<file path="config.mk">
export PLATFORM = sky130hd
export DESIGN_NAME = load_store_unit
export DESIGN_NICKNAME = d
export VERILOG_FILES = /design/src/rtl/load_store_unit.sv
export SDC_FILE = /design/constraint.sdc
export NUM_CORES = 1
export LEC_CHECK = 0
export CAP_MARGIN = 20
export CORE_MARGIN = 4
export CORE_UTILIZATION = 30
export CTS_BUF_LIST = sky130_fd_sc_hd__clkbuf_4 sky130_fd_sc_hd__clkbuf_8 sky130_fd_sc_hd__clkbuf_16
export CTS_CLUSTER_SIZE = 10
export DETAILED_ROUTE_END_ITERATION = 12
export PLACE_DENSITY = 0.6
export SYNTH_ARGS = -nofsm -noshare
export SYNTH_HDL_FRONTEND = slang
export SYNTH_SLANG_ARGS = --single-unit
export TNS_END_PERCENT = 100
</file>
<file path="constraint.sdc">
create_clock -name clk -period 5.1 [get_ports clk]
set_input_delay 1.02 -clock clk [delete_from_list [all_inputs] [get_ports clk]]
set_output_delay 1.02 -clock clk [all_outputs]
set_load 0.02 [all_outputs]
</file>
<file path="src/rtl/load_store_unit.sv">
// Load/store front end for the data-memory port: byte/half/word loads with extension,
// byte/half stores by read-modify-write, misalignment and illegal-code detection.
module load_store_unit #(
    parameter int LOG_DEPTH_MEM = 10,
    parameter int WIDTH         = 32
) (
    input  logic                     clk,
    input  logic                     rst,
    input  logic                     req_valid,
    output logic                     req_ready,
    input  logic                     req_store,
    input  logic [2:0]               req_size,
    input  logic [WIDTH-1:0]         req_addr,
    input  logic [WIDTH-1:0]         req_wdata,
    output logic                     resp_valid,
    output logic [WIDTH-1:0]         resp_rdata,
    output logic                     resp_err,
    output logic [LOG_DEPTH_MEM-1:0] dataAddress,
    output logic [WIDTH-1:0]         writeMemData,
    output logic                     memRead,
    output logic                     memWrite,
    input  logic [WIDTH-1:0]         readMemData
);

    // state | meaning
    // IDLE  | ready for a request
    // RD    | read strobe for load or read-modify-write
    // CAP   | capture read word (load result or merge base)
    // MRG   | splice store byte/half into merge word
    // WR    | write strobe
    // RESP  | one-cycle response
    typedef enum logic [2:0] {IDLE, RD, CAP, MRG, WR, RESP} state_e;

    localparam logic [2:0] SZ_B  = 3'd0;
    localparam logic [2:0] SZ_H  = 3'd1;
    localparam logic [2:0] SZ_W  = 3'd2;
    localparam logic [2:0] SZ_BU = 3'd4;
    localparam logic [2:0] SZ_HU = 3'd5;
    localparam int         AW    = LOG_DEPTH_MEM + 2;

    state_e            state_q, state_d;
    logic              store_q;
    logic [2:0]        size_q;
    logic [AW-1:0]     addr_q;
    logic [WIDTH-1:0]  wdata_q;
    logic [WIDTH-1:0]  merge_q, merge_d;
    logic [WIDTH-1:0]  rdata_q;
    logic [WIDTH-1:0]  load_ext;
    logic              err_q;
    logic              accept;
    logic              size_ok;
    logic              misal;
    logic              req_bad;
    logic              unused_addr_hi;

    // Upper address bits wrap and are deliberately dropped.
    assign unused_addr_hi = ^req_addr[WIDTH-1:AW];

    assign accept = req_valid && (state_q == IDLE);

    always_comb begin
        size_ok = 1'b0;
        if (req_store) begin
            size_ok = (req_size == SZ_B) || (req_size == SZ_H) || (req_size == SZ_W);
        end else begin
            size_ok = (req_size == SZ_B) || (req_size == SZ_H) || (req_size == SZ_W)
                   || (req_size == SZ_BU) || (req_size == SZ_HU);
        end
        misal = 1'b0;
        case (req_size[1:0])
            2'd1:    misal = req_addr[0];
            2'd2:    misal = (req_addr[1:0] != 2'd0);
            default: misal = 1'b0;
        endcase
        req_bad = !size_ok || misal;
    end

    always_ff @(posedge clk or posedge rst) begin
        if (rst) state_q <= IDLE;
        else     state_q <= state_d;
    end

    always_comb begin
        state_d = state_q;
        case (state_q)
            IDLE: begin
                if (accept) begin
                    if (req_bad)                          state_d = RESP;
                    else if (req_store && req_size == SZ_W) state_d = WR;
                    else                                  state_d = RD;
                end
            end
            RD:      state_d = CAP;
            CAP:     state_d = store_q ? MRG : RESP;
            MRG:     state_d = WR;
            WR:      state_d = RESP;
            RESP:    state_d = IDLE;
            default: state_d = IDLE;
        endcase
    end

    always_comb begin
        load_ext = readMemData;
        case (size_q)
            SZ_B, SZ_BU: begin
                logic [7:0] b;
                case (addr_q[1:0])
                    2'd0:    b = readMemData[7:0];
                    2'd1:    b = readMemData[15:8];
                    2'd2:    b = readMemData[23:16];
                    default: b = readMemData[31:24];
                endcase
                load_ext = {{(WIDTH-8){(size_q == SZ_B) & b[7]}}, b};
            end
            SZ_H, SZ_HU: begin
                logic [15:0] h;
                h = addr_q[1] ? readMemData[31:16] : readMemData[15:0];
                load_ext = {{(WIDTH-16){(size_q == SZ_H) & h[15]}}, h};
            end
            default: load_ext = readMemData;
        endcase
    end

    always_comb begin
        merge_d = merge_q;
        if (size_q == SZ_B) begin
            case (addr_q[1:0])
                2'd0:    merge_d[7:0]   = wdata_q[7:0];
                2'd1:    merge_d[15:8]  = wdata_q[7:0];
                2'd2:    merge_d[23:16] = wdata_q[7:0];
                default: merge_d[31:24] = wdata_q[7:0];
            endcase
        end else if (addr_q[1]) begin
            merge_d[31:16] = wdata_q[15:0];
        end else begin
            merge_d[15:0] = wdata_q[15:0];
        end
    end

    always_ff @(posedge clk or posedge rst) begin
        if (rst) begin
            store_q <= 1'b0;
            size_q  <= '0;
            addr_q  <= '0;
            wdata_q <= '0;
            merge_q <= '0;
            rdata_q <= '0;
            err_q   <= 1'b0;
        end else begin
            if (accept) begin
                store_q <= req_store;
                size_q  <= req_size;
                addr_q  <= req_addr[AW-1:0];
                wdata_q <= req_wdata;
                rdata_q <= '0;
                err_q   <= req_bad;
            end
            if (state_q == CAP) begin
                if (store_q) merge_q <= readMemData;
                else         rdata_q <= load_ext;
            end
            if (state_q == MRG) merge_q <= merge_d;
        end
    end

    always_comb begin
        req_ready    = (state_q == IDLE);
        memRead      = (state_q == RD);
        memWrite     = (state_q == WR);
        resp_valid   = (state_q == RESP);
        resp_err     = (state_q == RESP) && err_q;
        resp_rdata   = rdata_q;
        dataAddress  = '0;
        writeMemData = '0;
        if (state_q == RD || state_q == CAP || state_q == MRG || state_q == WR)
            dataAddress = addr_q[AW-1:2];
        if (state_q == WR)
            writeMemData = (size_q == SZ_W) ? wdata_q : merge_q;
    end

endmodule
</file>
### After elaboration in Yosys (flattened, before gate mapping)

Index checks and enable logic that the tools add are counted.

| storage, ports and cells | value |
|---|---|
| flip-flop bits (word level) | 116 |
| bits in latches | 0 |
| memory bits (writable) | 0 |
| memory bits (read-only) | 0 |
| input port bits | 103 |
| output and inout port bits | 79 |
| logic and storage cells | 90 |
| memories | 0 |

| operators by class | value |
|---|---|
| $add $sub $neg | 0 |
| multipliers | 0 |
| div/mod/pow operators | 0 |
| magnitude comparators | 0 |
| equality and inequality tests | 24 |
| shift operators | 0 |
| muxes and demuxes | 27 |
| bitwise operators | 2 |
| reduce and logical (&&, ||, !) cells | 26 |

Operators by type and width:

| kind | number |
|---|---|
| $mux 32 | 9 |
| $pmux 32 s2 | 1 |
| $mux 16 | 3 |
| $mux 8 | 5 |
| $pmux 8 s3 | 1 |
| $eq 3x3->1 const B | 6 |
| $reduce_and 4->1 | 4 |
| $pmux 3 s5 | 1 |
| $eq 3x2->1 const B | 4 |
| $mux 3 | 4 |
| $mux 10 | 1 |
| $eq 3x1->1 const B | 3 |
| $logic_not 3->1 | 3 |
| $ne 3x2->1 const B | 3 |
| $ne 3x3->1 const B | 3 |
| $logic_or 1x1->1 | 8 |
| $reduce_bool 2->1 | 3 |
| $eq 2x1->1 const B | 2 |
| $eq 2x2->1 const B | 2 |
| $reduce_or 2->1 | 2 |
| $logic_and 1x1->1 | 3 |
| $reduce_or 3->1 | 1 |
| $and 1x1->1 | 2 |
| $logic_not 2->1 | 1 |
| other kinds (4) | 4 |

### Longest topological paths before layout

Gate-level depths: netlist (run 1).

| logic depth | value |
|---|---|
| word-level depth | 11 |
| mapped depth | 7 |
| gate-level depth less buffers | 6 |

### Worst setup path before layout (run 1)

Ideal clock, no wire load.

| timing path | value |
|---|---|
| path type | register to output |
| from | reg size_q[1] |
| to | out writeMemData[10] |
| data arrival time | 1.468 ns |
| data required time | 4.080 ns |
| path slack | 2.612 ns |
| stages on the path, launching flop included | 8 |
| buffers on the path | 3 |
| path through | dfrtp_1 -> buf_2 -> inv_2 -> or3_1 -> clkbuf_1 -> buf_2 -> nand2_1 -> a21oi_1 |

| on the way | value |
|---|---|
| longest elaborated chain between the ends | 3 |

Ends and longest elaborated chain:

| item | RTL line | source |
|---|---|---|
| from (decl) | 43 | `logic [2:0] size_q;` |
| from (signal assigned) | 152 | `size_q <= req_size;` |
| $eq 3x2->1 | 178 | `writeMemData = (size_q == SZ_W) ? wdata_q : merge_q;` |
| $mux 32 | 178 |  |
| $mux 32 | 177 | `if (state_q == WR)` |
| to (decl) | 19 | `output logic [WIDTH-1:0] writeMemData,` |

No other way between the ends.

### Worst setup path after layout (run 1)

| timing path | value |
|---|---|
| from | reg state_q[2] |
| to | out writeMemData[14] |

| on the way | value |
|---|---|
| longest elaborated chain between the ends | 2 |

Ends and longest elaborated chain:

| item | RTL line | source |
|---|---|---|
| from (decl) | 41 | `state_e state_q, state_d;` |
| from (signal assigned) | 80 | `else state_q <= state_d;` |
| $eq 3x3->1 | 177 |  |
| $mux 32 | 177 |  |

No other way between the ends.

==> impl_metrics.json, run 1 <==
{
  "outcome": "finished, final reports clean",
  "critPathArrivalTime_ps": 2970,
  "ys.flop_type": "dfrtp_1",
  "setup-tns-final_ps": 0,
  "multi_input_area_mm2": 0.00283,
  "clk_pin_slew_ps": 60,
  "floorplan.die_area_mm2": 0.0227,
  "cts_max_path_buffers": 2,
  "setup-violations-final": 0,
  "rsz0062_at_grt": "no",
  "grt_pass1_wl_um": 29600,
  "fill_cells": 1910,
  "core_mm2": 0.0197,
  "timing.final.crit_share": 0.782,
  "hold_buffers": 0,
  "nNetsFinal": 874,
  "worst-path-buf-inv": 2,
  "initial_core_util": 0.310,
  "syn-cell-area_mm2": 0.00611,
  "grt_pass1_vias": 5112,
  "skew_ps": 8.05,
  "cts_root_buf": "clkbuf_16",
  "synth_top_area_frac": 0.475,
  "die_height_um": 151,
  "ys_async_sr_fraction": 1.00,
  "grt_use_total": 0.172,
  "fin_crit_ps": 3990,
  "route.detailed.drc": 0,
  "cp_slowest_cell": "dfrtp_1",
  "dr.pass1.iters": 4,
  "cts_tree": "done",
  "finalHoldViolations": 0,
  "hold_end": "resp_rdata[4]$_DFF_PP0_",
  "io_buffers": 161,
  "finish.utilization": 0.431,
  "hp-class": "register to register",
  "hp-start": "resp_rdata[4]$_DFF_PP0_",
  "syn_nets": 729,
  "max_clock_freq_ghz": 0.251,
  "wirelength_um": 19400,
  "drv_slew": 0,
  "n_antenna_cell": 0,
  "drtAntennaViolNets": 0,
  "fp.dieW_um": 151,
  "synth_edf_count": 0,
  "critPathMaxFanout": 18,
  "yosysWarnings": 0,
  "cts_made_buffers": 17,
  "synth_cells": 623,
  "rrSetupSlack_ps": 2710,
  "grt_start_max_net_pins": 74,
  "seq_area_frac_synth": 0.475,
  "leakagePower_nw": 3.56,
  "clock_latency_ps": 410,
  "r2r_start": "state_q[2]$_DFFE_PP0P_",
  "power_density_mw_per_mm2": 664,
  "endpoint_kind": "primary output",
  "rows": 51,
  "r2r_end": "merge_q[4]$_DFFE_PP0P_",
  "holdPathStages": 1,
  "cts.repair.resized": 0,
  "start_kind": "register",
  "regArea_mm2": 0.00290,
  "drv_cap": 0,
  "synth.most_common_cell": "nand2_1",
  "gr-total-overflow": 0,
  "drive_gt1_frac": 0.156,
  "antenna_found_initial": 0,
  "postSynthAreaPerCell_um2": 9.80,
  "path_cells": "nand2_1, buf_4, a21oi_1, clkdlybuf4s50_1",
  "area_growth_pct": 39.2,
  "critPathMaxStageDelay_ps": 700,
  "vias": 5233,
  "drtIter0Drc": 390,
  "synth_area_leader_cell": "dfrtp_1",
  "slew_headroom": 0.315,
  "critical_path_required_ps": 4080,
  "ys_top_cells_by_count": "120 x nand2_1, 116 x dfrtp_1, 105 x a21oi_1, 45 x mux2_2, 25 x nor2_1",
  "htreeDepth": 4,
  "ff2ff_path_depth": 3,
  "synth_cell_type_count": 54,
  "vias_per_cell": 5.00,
  "place_hpwl_um": 13900,
  "ir_drop_mv": 0.271,
  "postCtsSetupRepairBufs": 0,
  "cp_top_family": "buffers and inverters",
  "netlist_top_cells_area": "dfrtp_1 48%, a21oi_1 8.6%, mux2_2 8.3%",
  "worst_pin_slew_ps": 1020,
  "synth_seq_cells": 116,
  "drt-wirelength-per-cell_um": 18.6,
  "pin_count": 182,
  "crit_type": "register to primary output",
  "place.gp.congestion": 0.837,
  "cts.sink_count": 116
}
## registers in the layout, indices dropped and copies added, names as in the netlist
signal,flops
err_q,1
state_q,3
wdata_q,32
addr_q,12
resp_rdata,32
merge_q,32
store_q,1
size_q,3
## how the worst max path moves through the flow
stage | start | to | slack (ps) | depth (start not counted)
finish | state_q[2]$_DFFE_PP0P_ | writeMemData[14] | 1110 | 4
CTS | state_q[2]$_DFFE_PP0P_ | writeMemData[5] | 1080 | 4
floorplan | rst | addr_q[0]$_DFFE_PP0P_ | 1010 | 1
global placement | state_q[2]$_DFFE_PP0P_ | writeMemData[5] | 1550 | 4
detailed placement | state_q[2]$_DFFE_PP0P_ | writeMemData[1] | 1520 | 4
global route | state_q[2]$_DFFE_PP0P_ | writeMemData[14] | 940 | 4
## cell usage in the layout (no fill, tap or decap), types with 2 or more instances in the layout
cell,instances
mux2_2,45
o221a_2,16
clkbuf_8,5
dfrtp_1,116
inv_1,15
o21ai_1,5
a22oi_1,7
nand2_1,120
a21oi_1,105
a221oi_1,6
o31ai_2,2
buf_4,9
and2_1,11
ha_1,3
a21o_1,7
clkdlybuf4s50_1,161
clkinv_2,4
clkbuf_16,17
nand2b_1,8
nor3_2,2
o22ai_1,6
nor3_4,2
nor2_1,25
a31oi_1,7
mux2i_1,17
o21ai_0,19
bufinv_16,4
nor4b_1,2
nand3b_1,2
inv_2,2
## logic make-up (layout without fill, tap and decap cells)
family / count (synthesis) / after routing / share of synthesized area
XOR/XNOR: 1 / 1 / 0.00143
AO/OA/AOI/OAI: 193 / 193 / 0.200
flip-flops: 116 / 116 / 0.475
adder cells (fa/ha/maj): 3 / 3 / 0.00615
multiplexers: 62 / 62 / 0.111
AND/OR/NAND/NOR: 184 / 184 / 0.144
buffers and inverters: 64 / 222 / 0.0617
## report_power, final
part	total, W	switching, W	internal [W]
logic	0.00261	0.00139	0.00122
clock network	0.00131	0.000421	0.000885
registers	0.00173	0.000376	0.00136
total	0.00565	0.00219	0.00346
## metrics by stage
stage / instances / setup slack (ps) / area, µm² / hold WS (ps) / power, W
5_1_grt: 1046 / 942 / 8500 / 485 / 0.00601
3_5_place_dp: 1013 / 1520 / 7840 / 465 / 0.00437
3_3_place_gp: 1013 / 1550 / 7840 / 462 / 0.00433
4_1_cts: 1045 / 1080 / 8490 / 478 / 0.00570
2_1_floorplan: 623 / 1010 / 6110 / 447 / 0.00339
6_report: 1046 / 1110 / 8500 / 476 / 0.00565
## cell type report
class                      count  area share
inverter                      18     0.00824
timing repair buffer         172       0.202
clock buffer                  23      0.0590
multi-input combinational    443       0.333
tap                          265      0.0390
sequential                   116       0.341
clock inverter                 9      0.0174
## routing by layer
metal / vias to the layer above / part of all wire / track usage
met5: - / 0 / 0
met4: 0 / 0.0094 / 0.0426
met3: 12 / 0.076 / 0.0476
met2: 158 / 0.44 / 0.249
met1: 2575 / 0.47 / 0.253
li1: 2488 / - / -
No activity file was read; power rests on OpenSTA's default activity.
==> run 2, diff against run 1 <==
--- a/config.mk
+++ b/config.mk
@@ -11,7 +11,7 @@
 export CTS_BUF_LIST = sky130_fd_sc_hd__clkbuf_4 sky130_fd_sc_hd__clkbuf_8 sky130_fd_sc_hd__clkbuf_16
 export CTS_CLUSTER_SIZE = 10
 export DETAILED_ROUTE_END_ITERATION = 12
-export PLACE_DENSITY = 0.6
+export PLACE_DENSITY = 0.62
 export SYNTH_ARGS = -nofsm -noshare
 export SYNTH_HDL_FRONTEND = slang
 export SYNTH_SLANG_ARGS = --single-unit
==> constraint.sdc (replaced) <==
create_clock -name clk -period 3.45 [get_ports clk]
set_input_delay 0.69 -clock clk [delete_from_list [all_inputs] [get_ports clk]]
set_output_delay 0.69 -clock clk [all_outputs]
set_load 0.02 [all_outputs]
==> run 2 against run 1 <==
Net effect:
- clock power increased by 31%
- cell count is 0.38% higher
- clock skew down 1.7 ps
- power rose by 45%
- highest routed layer unchanged
- critical endpoint is now writeMemData[30]
- sequential cell count did not move
- critical path depth increased by 2
- global-route usage about the same
==> impl_metrics.json, run 2 (synthesis results as in run 1) <==
{
  "outcome": "finished, final reports clean",
  "max_clock_freq_ghz": 0.308,
  "skew_ps": 6.36,
  "slew_headroom": 0.292,
  "regArea_mm2": 0.00290,
  "fp.dieW_um": 151,
  "worst_pin_slew_ps": 1060,
  "grt_use_total": 0.172,
  "setup-violations-final": 0,
  "clock_latency_ps": 410,
  "crit_type": "register to primary output",
  "multi_input_area_mm2": 0.00283,
  "fill_cells": 1947,
  "ff2ff_path_depth": 3,
  "final_cells": 1050,
  "finish.utilization": 0.430,
  "critical_path_required_ps": 2760,
  "area_growth_pct": 38.8,
  "cts_made_buffers": 17,
  "gr-total-overflow": 0,
  "endpoint_kind": "primary output",
  "final_area_mm2": 0.00848,
  "cts.sink_count": 116,
  "holdPathStages": 1,
  "grt_start_max_net_pins": 117,
  "drtIter0Drc": 435,
  "antenna_found_initial": 0,
  "setup_slack_ps": 202,
  "cts_max_path_buffers": 2,
  "dpl_cell_area_mm2": 0.00789,
  "cts_tree": "done",
  "drive_gt1_frac": 0.161,
  "hp-start": "resp_rdata[3]$_DFF_PP0_",
  "initial_core_util": 0.310,
  "core_mm2": 0.0197,
  "r2r_start": "state_q[0]$_DFFE_PP0P_",
  "timing.final.crit_share": 0.942,
  "clk_pin_slew_ps": 60,
  "hp-class": "register to register",
  "io_buffers": 161,
  "htreeDepth": 4,
  "place.gp.congestion": 0.817,
  "grt_pass1_wl_um": 29600,
  "finalHoldViolations": 0,
  "dp_slack_ps": 609,
  "vias": 5199,
  "final_common_cell": "clkdlybuf4s50_1",
  "fin_crit_ps": 3250,
  "route.detailed.drc": 0,
  "dp_cells": 1018,
  "critPathMaxFanout": 22,
  "drv_slew": 0,
  "ir_drop_mv": 0.417,
  "cts_root_buf": "clkbuf_16",
  "start_kind": "register",
  "dr.pass1.iters": 5,
  "wirelength_um": 19300,
  "critPathArrivalTime_ps": 2560,
  "pin_count": 182,
  "drt-wirelength-per-cell_um": 18.4,
  "rsz0062_at_grt": "yes",
  "vias_per_cell": 4.95,
  "leakagePower_nw": 3.54,
  "setup-tns-final_ps": 0,
  "place_hpwl_um": 13700,
  "die_height_um": 151,
  "most-common-layout-cells": "161 x clkdlybuf4s50_1, 120 x nand2_1, 116 x dfrtp_1, 105 x a21oi_1, 45 x mux2_2",
  "floorplan.die_area_mm2": 0.0227,
  "drtAntennaViolNets": 0,
  "rows": 51,
  "postCtsSetupRepairBufs": 0,
  "startpoint": "state_q[0]$_DFFE_PP0P_",
  "n_antenna_cell": 0,
  "power_density_mw_per_mm2": 965,
  "drv_cap": 0,
  "nNetsFinal": 878,
  "grt_pass1_vias": 4973
}
run 2: cell count changes in the layout (fill, tap and decap cells not counted):
cell        change
buf_4           +4
buf_8           -1
buf_12          +1
inv_4           -1
bufinv_16       -3
clkinvlp_4      +3
clkbuf_8        +1
run 2: final timing paths:
kind / end / slack [ps]
hold reg to reg: resp_rdata[3]$_DFF_PP0_ / 480
setup / recovery: writeMemData[30] / 200
max in group asynchronous: resp_rdata[4]$_DFF_PP0_ / 2140
setup reg to reg: merge_q[0]$_DFFE_PP0P_ / 1130
min in group asynchronous: resp_rdata[28]$_DFF_PP0_ / 810
hold / removal: resp_rdata[3]$_DFF_PP0_ / 480
run 2: power by group:
group	switching, W	internal [W]
Clock	0.000617	0.00111
Sequential	0.000483	0.00201
Combinational	0.00213	0.00183
run 2: final cells by class:
class / instances / area share
clock inverter: 8 / 0.00856
tap: 265 / 0.0391
inverter: 18 / 0.00841
multi-input combinational: 443 / 0.334
clock buffer: 24 / 0.0608
sequential: 116 / 0.342
timing repair buffer: 176 / 0.206
run 2: routing by layer:
layer	part of all wire	vias up	GRT usage
li1	-	2499	-
met1	0.46	2516	0.248
met2	0.44	172	0.252
met3	0.087	12	0.0551
met4	0.0071	0	0.0354
met5	0	-	0
run 2: timing repair:
action                                  CTS  global route
endpoints found under the setup margin    0             2
gates resized for setup                   0             0
hold buffers                              0             0
run 2: critical path, stage by stage (launching register included):
cell	delay (ps)
dfrtp_1	530
nor2_1	280
nand2_1	100
buf_4	220
buf_4	220
a21oi_1	150
clkdlybuf4s50_1	640
run 2: per-stage QoR:
step           power, W  hold slack (ps)
3_3_place_gp    0.00645              462
3_5_place_dp    0.00649              469
4_1_cts         0.00827              481
2_1_floorplan   0.00501              447
5_1_grt         0.00873              506
6_report        0.00818              478
